===== src/rtl/disp_capture.sv =====
// Receive side of the 4-digit seven-segment scan: filters the scanned digit bus,
// commits one digit per stable dwell and publishes a full frame once all four are seen.
module disp_capture #(
   parameter int unsigned STABLE_CYC  = 4,
   parameter int unsigned TIMEOUT_CYC = 65535
) (
   input  logic        clk,
   input  logic        rst_n,
   input  logic [3:0]  Hex,
   input  logic        p,
   input  logic        LE,
   input  logic [3:0]  AN,
   output logic [15:0] Hexs,
   output logic [3:0]  point,
   output logic [3:0]  LES,
   output logic        frame_valid,
   output logic        an_err,
   output logic        stale
);

   localparam logic [7:0]  STABLE_L  = STABLE_CYC[7:0];
   localparam logic [19:0] TIMEOUT_L = TIMEOUT_CYC[19:0];

   typedef enum logic [1:0] {CHANGING, SETTLING, HELD} state_t;

   state_t          state, state_nx;
   logic [9:0]      sync1, sync2, prev;
   logic [7:0]      cnt, cnt_nx, cnt_inc;
   logic            same, commit, legal;
   logic [1:0]      slot;
   logic [3:0]      smp_an, smp_hex;
   logic            smp_p, smp_le;
   logic [3:0][3:0] shadow_hex;
   logic [3:0]      shadow_p, shadow_le;
   logic [3:0]      seen, seen_nx;
   logic [19:0]     tcnt, tcnt_inc;

   assign smp_an  = sync2[9:6];
   assign smp_hex = sync2[5:2];
   assign smp_p   = sync2[1];
   assign smp_le  = sync2[0];
   assign same    = (sync2 == prev);
   assign cnt_inc = cnt + 8'd1;
   assign tcnt_inc = (tcnt == '1) ? tcnt : tcnt + 20'd1;

   always_ff @(posedge clk or negedge rst_n) begin
      if (!rst_n) begin
         sync1 <= '0;
         sync2 <= '0;
         prev  <= '0;
      end else begin
         sync1 <= {AN, Hex, p, LE};
         sync2 <= sync1;
         prev  <= sync2;
      end
   end

   always_comb begin
      legal = 1'b1;
      slot  = 2'd0;
      case (smp_an)
         4'b1110: slot = 2'd0;
         4'b1101: slot = 2'd1;
         4'b1011: slot = 2'd2;
         4'b0111: slot = 2'd3;
         default: legal = 1'b0;
      endcase
   end

   always_ff @(posedge clk or negedge rst_n) begin
      if (!rst_n) begin
         state <= CHANGING;
         cnt   <= '0;
      end else begin
         state <= state_nx;
         cnt   <= cnt_nx;
      end
   end

   // Commit fires in the cycle the dwell count reaches STABLE_CYC, then HELD blocks repeats.
   always_comb begin
      state_nx = state;
      cnt_nx   = cnt;
      commit   = 1'b0;
      case (state)
         CHANGING: begin
            cnt_nx = '0;
            if (same) begin
               if (STABLE_L == 8'd1) begin
                  commit   = 1'b1;
                  state_nx = HELD;
               end else begin
                  cnt_nx   = 8'd1;
                  state_nx = SETTLING;
               end
            end
         end
         SETTLING: begin
            if (!same) begin
               cnt_nx   = '0;
               state_nx = CHANGING;
            end else begin
               cnt_nx = cnt_inc;
               if (cnt_inc == STABLE_L) begin
                  commit   = 1'b1;
                  state_nx = HELD;
               end
            end
         end
         HELD: begin
            if (!same) begin
               cnt_nx   = '0;
               state_nx = CHANGING;
            end
         end
         default: begin
            cnt_nx   = '0;
            state_nx = CHANGING;
         end
      endcase
   end

   // A commit coinciding with a publish lands in the freshly cleared mask.
   always_comb begin
      seen_nx = (seen == 4'hF) ? 4'h0 : seen;
      if (commit && legal) seen_nx = seen_nx | ~smp_an;
   end

   always_ff @(posedge clk or negedge rst_n) begin
      if (!rst_n) begin
         shadow_hex  <= '0;
         shadow_p    <= '0;
         shadow_le   <= '0;
         seen        <= '0;
         Hexs        <= '0;
         point       <= '0;
         LES         <= '0;
         frame_valid <= 1'b0;
         an_err      <= 1'b0;
         tcnt        <= '0;
         stale       <= 1'b0;
      end else begin
         seen        <= seen_nx;
         frame_valid <= 1'b0;
         if (seen == 4'hF) begin
            Hexs        <= shadow_hex;
            point       <= shadow_p;
            LES         <= shadow_le;
            frame_valid <= 1'b1;
         end
         if (commit && legal) begin
            shadow_hex[slot] <= smp_hex;
            shadow_p[slot]   <= smp_p;
            shadow_le[slot]  <= smp_le;
            tcnt             <= '0;
            stale            <= 1'b0;
         end else begin
            tcnt  <= tcnt_inc;
            stale <= (tcnt_inc >= TIMEOUT_L);
         end
         if (commit && !legal) an_err <= 1'b1;
      end
   end

endmodule


===== config.mk =====
export PLATFORM = sky130hd
export DESIGN_NAME = disp_capture
export DESIGN_NICKNAME = d
export VERILOG_FILES = /design/src/rtl/disp_capture.sv
export SDC_FILE = /design/constraint.sdc
export NUM_CORES = 1
export LEC_CHECK = 0
export CAP_MARGIN = 20
export CELL_PAD_IN_SITES_DETAIL_PLACEMENT = 1
export CELL_PAD_IN_SITES_GLOBAL_PLACEMENT = 2
export CORE_MARGIN = 3
export CORE_UTILIZATION = 35
export DETAILED_ROUTE_END_ITERATION = 16
export GPL_ROUTABILITY_DRIVEN = 0
export PLACE_DENSITY_LB_ADDON = 0.25
export SYNTH_ARGS = -nofsm -noshare
export SYNTH_HDL_FRONTEND = slang
export SYNTH_SLANG_ARGS = --single-unit

===== constraint.sdc =====
create_clock -name clk -period 2.5 [get_ports clk]
set_input_delay 0.375 -clock clk [delete_from_list [all_inputs] [get_ports clk]]
set_output_delay 0.375 -clock clk [all_outputs]
set_load 0.02 [all_outputs]

==> flow_metrics.tcl, run 1 <==
set metrics [dict create \
    htreeDepth 4 \
    syn_inst 408 \
    multi_input_area_sq_um 1770 \
    totalNegativeSetupSlack_ns 0 \
    p_sw_share_pct 19.1 \
    finalWirelength_microns 10500 \
    r2r_slack_ns 0.12 \
    fmax_mhz 421 \
    comb_power_share_pct 2.2 \
    first_iter_violations 177 \
    boundaryPins 39 \
    finalHoldViolCount 0 \
    async_flop_share_pct 100 \
    drc 0 \
    cp_max_fo 6 \
    cts_buffer_depth 2 \
    synth_edf_count 0 \
    start_util_pct 36.5 \
    syn_area_per_cell_sq_um 11.5 \
    synth-seq-cells 115 \
    wl_per_cell_microns 16.0 \
    min_from "sync1[4]$_DFF_PN0_" \
    cts_tree "done" \
    skew_ns 0.00778 \
    num_vias 3207 \
    vdd_drop_max_mv 0.546 \
    nets 485 \
    layout_common_cells "dfrtp_1, nand2_1, clkdlybuf4s50_1" \
    clock_latency_ns 0.41 \
    timing.rr.start "cnt[0]$_DFFE_PN0P_" \
    cts_made_buffers 17 \
    vias_per_cell 4.90 \
    core-area_sq_um 12900 \
    rows 41 \
    status "complete, no violations" \
    place_hpwl_microns 7210 \
    end_kind "flop" \
    worst_slew_pin_slew_ns 0.471 \
    layout_commonest_cell "dfrtp_1" \
    place_worst_setup_slack_ns -0.0158 \
    leakage_uw 0.00286 \
    fp.dieH_microns 122 \
    cp.required_ns 2.79 \
    yosys-top-cells-area "dfrtp_1, nand2_1, mux2_2" \
    first_global_vias 3480 \
    p_seq_share_pct 42.3 \
    antenna_found_initial 0 \
    clock-sinks 115 \
    power.switching_uw 859 \
    slew_headroom_pct 68.3 \
    place_inst 622 \
    fin_crit_sh_pct 95.1 \
    clkSlewWorstSetupHoldPaths_ns 0.05 \
    syn_nets 422 \
    syn_to_final_growth_pct 28.2 \
    yosys_warnings 0 \
    grt_max_degree 58 \
    stdcell_count 655 \
    reg2regPathDepth 6 \
    layout_setup_ws_ns 0.124 \
    regArea_sq_um 2880 \
    holdWs_ns 0.346 \
    start_kind "flop" \
    slew_violations 0 \
    drv_cap 0 \
    hold_path_end "sync2[4]$_DFF_PN0_" \
    p_per_area_nw_per_um2 747 \
    finalPower_uw 4510 \
    r2r-end "shadow_hex[7]$_DFFE_PN0P_" \
    antenna_cells 0 \
    die_w_microns 122 \
    grt_overflow 0 \
    clkPwrFrac_pct 55.5 \
    root_buffer "clkbuf_16" \
    synth_flop_cell "dfrtp_1" \
    drt_pre_antenna_iters 4 \
    grt_pass1_wl_microns 17900 \
    syn-cell-area_sq_um 4700 \
    critical_path_class "reg -> reg" \
    period_needed_ns 2.38 \
    internal_power_uw 3650 \
    n_fill_cell 1397 \
    yosysUniqueCellTypes 52 \
    finalSetupViolations 0 \
    final_layout_size_suffix_gt1_share_pct 17.2 \
    die_area_sq_um 14900 \
    whs_path_depth 0 \
    yosysSeqAreaShare_pct 61.2 \
    crit_arrival_ns 2.67 \
    min_path_type "reg -> reg" \
    grt_usage_pct 15.9 \
    synth_top_area_cell "dfrtp_1" \
    ant_nets 0 \
    io_buffers 38 \
    synth_top_area_share_pct 61.2 \
]
-- power by group through the flow --
stage	registers, uW	clock network [uW]	logic (uW)
4_1_cts	1910	2570	103
2_1_floorplan	1940	0	23.9
5_1_grt	1910	2670	110
6_report	1910	2500	97.4
3_5_place_dp	1940	0	100
3_3_place_gp	1940	0	98.2
-- critical path: stages (launching register included) --
cell and delay (ns):
dfrtp_1 0.40, and3_1 0.25, a211o_1 0.31, a211oi_4 0.30
nand2_2 0.11, or4b_4 0.57, mux2_4 0.33
-- how the worst max path moves through the flow --
stage / from / end / slack, ns / cells after the start
after floorplan: cnt[0]$_DFFE_PN0P_ / shadow_hex[4]$_DFFE_PN0P_ / 0.18 / 7
after global placement: tcnt[0]$_DFF_PN0_ / stale$_DFF_PN0_ / 0.14 / 7
after detailed placement: tcnt[0]$_DFF_PN0_ / stale$_DFF_PN0_ / -0.02 / 7
after CTS: tcnt[0]$_DFF_PN0_ / stale$_DFF_PN0_ / 0.02 / 7
after global routing: tcnt[0]$_DFF_PN0_ / stale$_DFF_PN0_ / -0.01 / 8
final: cnt[0]$_DFFE_PN0P_ / shadow_hex[7]$_DFFE_PN0P_ / 0.12 / 6
-- registers in the layout, summed over array words and instances, names as in the netlist, 2 cells and up --
name,count
prev,10
cnt,8
point,4
shadow_le,4
sync1,10
shadow_p,4
state,2
seen,4
shadow_hex,16
Hexs,16
sync2,10
tcnt,20
LES,4
-- per-stage QoR --
step,cell area (sq um),util (%)
global route,6030,46.9
floorplan,4700,-
detailed placement,5380,41.7
CTS,6010,46.7
global placement,5380,41.7
finish,6030,46.9
-- cell families (layout without fill, tap and decap cells) --
logic type	after synthesis	in the layout	synth area share (%)
and+or+nand+nor	171	171	17.6
DFF	115	115	61.2
AOI/OAI and AO/OA	45	45	6.52
muxes	29	29	7.31
xor gates and xnor gates	28	28	5.21
buffers and inverters	18	93	1.65
adders and majority gates	2	2	0.532
-- metal layers --
layer	vias to the layer above	track usage, %	part of all wire, %
li1	1519	-	-
met5	-	0	0
met1	1636	20.8	47
met4	0	5.88	0.88
met2	46	24.6	48
met3	6	5.29	3.9
-- final cells by class --
cell class,count,share of cell area [%]
Inverter,6,0.373
Clock buffer,28,8.73
Multi-Input combinational cell,275,29.4
Tap cell,172,3.57
Sequential cell,115,47.7
Clock inverter,3,1.49
Timing Repair Buffer,56,8.75
-- what timing repair did --
item,4_1_cts,5_1_grt
hold endpoints to repair,32,0
resized for setup,1,3
setup endpoints to repair,1,15
pin swaps,0,2
hold buffers,1,0
buffers inserted,0,1
-- cells in the mapped netlist, types with 4 or more instances --
master / number
xor2_1: 9
mux2i_1: 4
a21o_1: 8
nand3_1: 16
mux2_4: 6
nor3b_1: 4
nor2_1: 19
a21oi_1: 7
nand4_1: 10
nand2_1: 86
and3_1: 5
xnor2_1: 19
clkbuf_1: 8
mux2_2: 19
o21ai_0: 11
dfrtp_1: 115
inv_1: 5
(Power assumes the default switching activity.)
==> run 2: changes to the inputs <==
--- a/config.mk
+++ b/config.mk
@@ -8,8 +8,10 @@
 export CAP_MARGIN = 20
 export CELL_PAD_IN_SITES_DETAIL_PLACEMENT = 1
 export CELL_PAD_IN_SITES_GLOBAL_PLACEMENT = 2
+export CORE_ASPECT_RATIO = 0.5
 export CORE_MARGIN = 3
-export CORE_UTILIZATION = 35
+export CORE_UTILIZATION = 36
+export CTS_BUF_LIST = sky130_fd_sc_hd__clkbuf_4
 export DETAILED_ROUTE_END_ITERATION = 16
 export GPL_ROUTABILITY_DRIVEN = 0
 export PLACE_DENSITY_LB_ADDON = 0.25
==> flow_metrics.tcl, run 2 (synthesized netlist as in run 1, its figures left out) <==
set metrics [dict create \
    cp_max_fo 6 \
    finalSetupViolations 0 \
    rows 28 \
    drc 0 \
    critical_path_class "reg -> reg" \
    postCtsSetupBuffers 0 \
    crit_arrival_ns 2.78 \
    place_inst 616 \
    antenna_found_initial 0 \
    finalPower_uw 3320 \
    layout_setup_ws_ns 0.116 \
    worst_path_largest_cell_delay_ns 0.58 \
    boundaryPins 39 \
    drv_cap 0 \
    skew_ns 0.0184 \
    worst_slew_pin_slew_ns 0.538 \
    cp.required_ns 2.89 \
    clock-sinks 115 \
    finalWirelength_microns 10500 \
    antenna_cells 0 \
    totalNegativeSetupSlack_ns 0 \
    grt_pass1_wl_microns 18200 \
    whs_path_depth 1 \
    first_iter_violations 91 \
    largest_reg_flops 20 \
    grt_usage_pct 16.0 \
    root_buffer "clkbuf_4" \
    rsz0062_at_grt "no" \
    first_global_vias 3591 \
    finalHoldViolCount 0 \
    grt_max_degree 50 \
    nets 485 \
    wl_per_cell_microns 16.3 \
    htreeDepth 4 \
    ant_nets 0 \
    layout_common_cells "dfrtp_1, nand2_1, clkdlybuf4s50_1" \
    status "complete, no violations" \
    grt_overflow 0 \
    num_vias 3215 \
    clkSlewWorstSetupHoldPaths_ns 0.11 \
    slew_violations 0 \
    place_worst_setup_slack_ns 0.0970 \
    regMostFlops "tcnt" \
    min_path_type "in -> reg" \
    cts_made_buffers 17 \
    die_w_microns 168 \
    slew_headroom_pct 64.1 \
    start_util_pct 38.4 \
    final_layout_size_suffix_gt1_share_pct 17.6 \
    fp.dieH_microns 86.8 \
    cts_tree "done" \
    drt_pre_antenna_iters 4 \
    fin_crit_sh_pct 95.4 \
    top_regs "tcnt (20), Hexs (16), shadow_hex (16)" \
    layout_commonest_cell "dfrtp_1" \
    vdd_drop_max_mv 0.262 \
    start_kind "flop" \
    vias_per_cell 4.96 \
    slowest_stage "or4b_4" \
    die_area_sq_um 14600 \
    place_hpwl_microns 7420 \
    clock_latency_ns 0.51 \
    leakage_uw 0.00269 \
    io_buffers 38 \
    core-area_sq_um 12300 \
    cts_buffer_depth 2 \
    reg2regPathDepth 6 \
    path_cells "and3_1, a211o_1, a211oi_4, nand2_2, or4b_4, mux2_4" \
    stdcell_count 648 \
    end_kind "flop" \
    fmax_mhz 419 \
    p_per_area_nw_per_um2 587 \
    syn_to_final_growth_pct 20.4 \
    period_needed_ns 2.38 \
]
[run 2: path summary, 6_finish.rpt]
kind / from / slack, ns / end
min reg2reg: sync1[2]$_DFF_PN0_ / 0.36 / sync2[2]$_DFF_PN0_
max in group asynchronous: rst_n / 1.34 / point[0]$_DFFE_PN0P_
min: p / 0.30 / sync1[1]$_DFF_PN0_
max: cnt[0]$_DFFE_PN0P_ / 0.12 / shadow_le[1]$_DFFE_PN0P_
min in group asynchronous: rst_n / 0.38 / tcnt[8]$_DFF_PN0_
max reg2reg: cnt[0]$_DFFE_PN0P_ / 0.12 / shadow_le[1]$_DFFE_PN0P_
[run 2: power by group]
part / internal, uW / switching [uW]
clock: 579 / 746
combinational: 38.5 / 56.5
sequential: 1880 / 20.1
total: 2500 / 823
[run 2: per-layer routing]
layer	vias to the layer above	wire [microns]	track usage, %
met5	-	0	0
met4	0	168	6.46
met3	16	271	3.64
met2	39	5010	26.6
met1	1644	5090	20.7
li1	1516	-	-
[run 2: through the flow]
stage                     hold WS [ns]  util, %  area [sq um]
after floorplan                 0.0794        -          4700
after global placement           0.333     43.8          5370
after detailed placement         0.336     43.8          5370
after CTS                        0.257     46.1          5650
after global routing             0.243     46.2          5660
final                            0.296     46.2          5660
[run 2: cell type report]
type	instances	area (sq um)
Fill cell	1340	6600
Sequential cell	115	2880
Multi-Input combinational cell	275	1760
Timing Repair Buffer	56	528
Tap cell	165	206
Clock inverter	14	140
Clock buffer	17	128
Inverter	6	22.5
[run 2: worst max-delay path: cells and delay by family (launching register included)]
family           cells  cell delay (ns)
AND/OR/NAND/NOR      3             0.94
multiplexers         1             0.32
AO/OA/AOI/OAI        2             0.60
flip-flops           1             0.42
[run 2: what timing repair did]
| action | 4_1_cts | 5_1_grt |
|---|---|---|
| resized for setup | 0 | 3 |
| endpoints found under the hold margin | 39 | 0 |
| hold buffers | 1 | 0 |
| setup endpoints to repair | 0 | 6 |
==> run 3: changes to the inputs <==
--- a/config.mk
+++ b/config.mk
@@ -5,15 +5,17 @@
 export SDC_FILE = /design/constraint.sdc
 export NUM_CORES = 1
 export LEC_CHECK = 0
+export ABC_AREA = 1
 export CAP_MARGIN = 20
 export CELL_PAD_IN_SITES_DETAIL_PLACEMENT = 1
 export CELL_PAD_IN_SITES_GLOBAL_PLACEMENT = 2
 export CORE_ASPECT_RATIO = 0.5
 export CORE_MARGIN = 3
-export CORE_UTILIZATION = 36
+export CORE_UTILIZATION = 34
 export CTS_BUF_LIST = sky130_fd_sc_hd__clkbuf_4
 export DETAILED_ROUTE_END_ITERATION = 16
 export GPL_ROUTABILITY_DRIVEN = 0
+export MAX_ROUTING_LAYER = met4
 export PLACE_DENSITY_LB_ADDON = 0.25
 export SYNTH_ARGS = -nofsm -noshare
 export SYNTH_HDL_FRONTEND = slang
==> flow_metrics.tcl, run 3 <==
set metrics [dict create \
    status "complete, no violations" \
    final_layout_size_suffix_gt1_share_pct 10.3 \
    antenna_cells 0 \
    place_hpwl_microns 8010 \
    cp.required_ns 2.97 \
    start_kind "flop" \
    core-area_sq_um 13900 \
    num_vias 3702 \
    io_buffers 38 \
    first_iter_violations 176 \
    use_met3_pct 4.14 \
    grt_max_degree 53 \
    holdWs_ns 0.288 \
    skew_ns 0.0296 \
    busiest_layer "met2" \
    cp-startpoint "tcnt[0]$_DFF_PN0_" \
    cp.depth 11 \
    wl_per_cell_microns 14.6 \
    fin_crit_sh_pct 88.1 \
    power.switching_uw 908 \
    die_w_microns 176 \
    slew_violations 0 \
    synth_top_area_share_pct 58.5 \
    start_util_pct 35.5 \
    layout_commonest_cell "nand2_1" \
    antenna_found_initial 0 \
    reg2regPathDepth 11 \
    min_path_type "in -> reg" \
    p_seq_share_pct 53.8 \
    ant_nets 0 \
    vdd_drop_max_mv 0.247 \
    rsz0062_at_grt "no" \
    cts_tree "done" \
    place_worst_setup_slack_ns 0.322 \
    syn_inst 535 \
    rows 30 \
    slowest_stage "dfrtp_1" \
    r2r_slack_ns 0.30 \
    finalWirelength_microns 11600 \
    die_area_sq_um 16000 \
    yosys-top-cells-area "dfrtp_1, nand2_1, nand4_1" \
    synth_top_area_cell "dfrtp_1" \
    htreeDepth 4 \
    cp_max_fo 28 \
    postCtsSetupBuffers 0 \
    p_per_area_nw_per_um2 604 \
    end_kind "flop" \
    largest_reg_flops 20 \
    synth_common_cells "nand2_1, dfrtp_1, nor2_1" \
    clock_latency_ns 0.53 \
    period_needed_ns 2.20 \
    synth_most_common_cell "nand2_1" \
    finalHoldViolCount 0 \
    cts_resized 0 \
    cts_buffer_depth 2 \
    syn_to_final_growth_pct 19.4 \
    layout_common_cells "nand2_1, dfrtp_1, nor2_1" \
    vias_per_cell 4.67 \
    layout_setup_ws_ns 0.298 \
    drt_pre_antenna_iters 4 \
    fp.dieH_microns 91.0 \
    comb_power_share_pct 3.4 \
    grt_usage_pct 16.4 \
    r2r-end "stale$_DFF_PN0_" \
    crit_family "simple AND/OR/NAND/NOR gates" \
    top_regs "tcnt (20), Hexs (16), shadow_hex (16)" \
    grt_pass1_wl_microns 20300 \
    boundaryPins 39 \
    crit_arrival_ns 2.67 \
    totalNegativeSetupSlack_ns 0 \
    critical_path_class "reg -> reg" \
    clock-sinks 115 \
    path_cells "ha_1, nand2_1, nor2_2, nand2_1, nor2_2, nand2_2, o21ai_0, nand2_1, nor2_1, nand3_1, a21oi_1" \
    clkSlewWorstSetupHoldPaths_ns 0.13 \
    synth-seq-cells 115 \
    min_from "Hex[3]" \
    internal_power_uw 2640 \
    cp-endpoint "stale$_DFF_PN0_" \
    worst_path_largest_cell_delay_ns 0.41 \
    synth_edf_count 0 \
    async_flop_share_pct 100 \
    root_buffer "clkbuf_4" \
    syn_area_per_cell_sq_um 9.19 \
    slew_headroom_pct 62.6 \
    fmax_mhz 454 \
    syn_nets 549 \
    regMostFlops "tcnt" \
    finalSetupViolations 0 \
    cts_made_buffers 17 \
    worst_slew_pin_slew_ns 0.560 \
    yosysUniqueCellTypes 32 \
    first_global_vias 4041 \
    grt_overflow 0 \
    fin_util_pct 42.4 \
    drv_cap 0 \
    nets 601 \
    use_met1_pct 20.9 \
    cts_hold_buf 1 \
    crit_top_cell "nand2_1" \
    globalRouteMet2Util_pct 26.2 \
    synth_flop_cell "dfrtp_1" \
    yosys_warnings 0 \
    finalPower_uw 3550 \
    yosysSeqAreaShare_pct 58.5 \
    drc 0 \
    syn-cell-area_sq_um 4920 \
    leakage_uw 0.00287 \
    timing.rr.start "tcnt[0]$_DFF_PN0_" \
    clkPwrFrac_pct 42.9 \
    critPathBufInv 0 \
    p_sw_share_pct 25.6 \
]
[run 3: cell types whose count changed after synthesis, moves of 6 or more]
cell,previous run,this run
xor2_1,9,15
nand4_1,10,29
xnor2_1,19,9
nand2_1,86,192
inv_1,5,32
mux2_2,19,0
a21oi_1,7,20
nand3_1,16,23
a21o_1,8,1
mux2_4,6,0
nor2_1,19,40
[run 3: how the worst min path moves through the flow]
stage                                      to  slack, ns  cells past startpoint
final                      sync1[5]$_DFF_PN0_       0.29                      1
after global placement     sync2[4]$_DFF_PN0_       0.33                      0
after CTS                  sync1[5]$_DFF_PN0_       0.24                      1
after floorplan           Hexs[0]$_DFFE_PN0P_       0.08                      0
after global routing       sync1[5]$_DFF_PN0_       0.23                      1
after detailed placement   sync2[2]$_DFF_PN0_       0.34                      0
[run 3: power groups by stage]
stage                     Sequential [uW]  Clock [uW]  Combinational, uW
after CTS                            1910        1570                124
final                                1910        1520                119
after global placement               1940           0                120
after floorplan                      1940           0               46.0
after global routing                 1910        1670                134
after detailed placement             1940           0                122
[run 3: per-stage QoR]
stage	instances	area, sq um
after global placement	759	5550
after CTS	792	5870
after floorplan	535	4920
after global routing	792	5870
final	792	5870
after detailed placement	759	5550
[run 3: cell type report]
| class | instances | area, sq um |
|---|---|---|
| Clock buffer | 18 | 135 |
| Clock inverter | 14 | 179 |
| Fill cell | 1638 | 7980 |
| Inverter | 36 | 135 |
| Multi-Input combinational cell | 369 | 1810 |
| Sequential cell | 115 | 2880 |
| Tap cell | 192 | 240 |
| Timing Repair Buffer | 48 | 493 |
[run 3: cells by family after synthesis]
logic type	after synthesis	synth area share [%]
AO/OA/AOI/OAI	36	3.89
XOR/XNOR	24	4.27
adder cells (fa/ha/maj)	2	0.509
buffers and inverters	51	4.60
flip-flops	115	58.5
AND/OR/NAND/NOR	307	28.2
[run 3: routing by layer]
layer / part of all wire, % / vias to the layer above
met5: 0 / -
met4: 0.90 / 0
met1: 49 / 1818
met2: 47 / 42
li1: - / 1833
met3: 2.8 / 9
[run 3: worst register-to-register path: stages (launching register included)]
cell and delay (ns):
dfrtp_1 0.41, ha_1 0.22, nand2_1 0.08, nor2_2 0.14
nand2_1 0.13, nor2_2 0.19, nand2_2 0.33, o21ai_0 0.25
nand2_1 0.08, nor2_1 0.11, nand3_1 0.08, a21oi_1 0.12
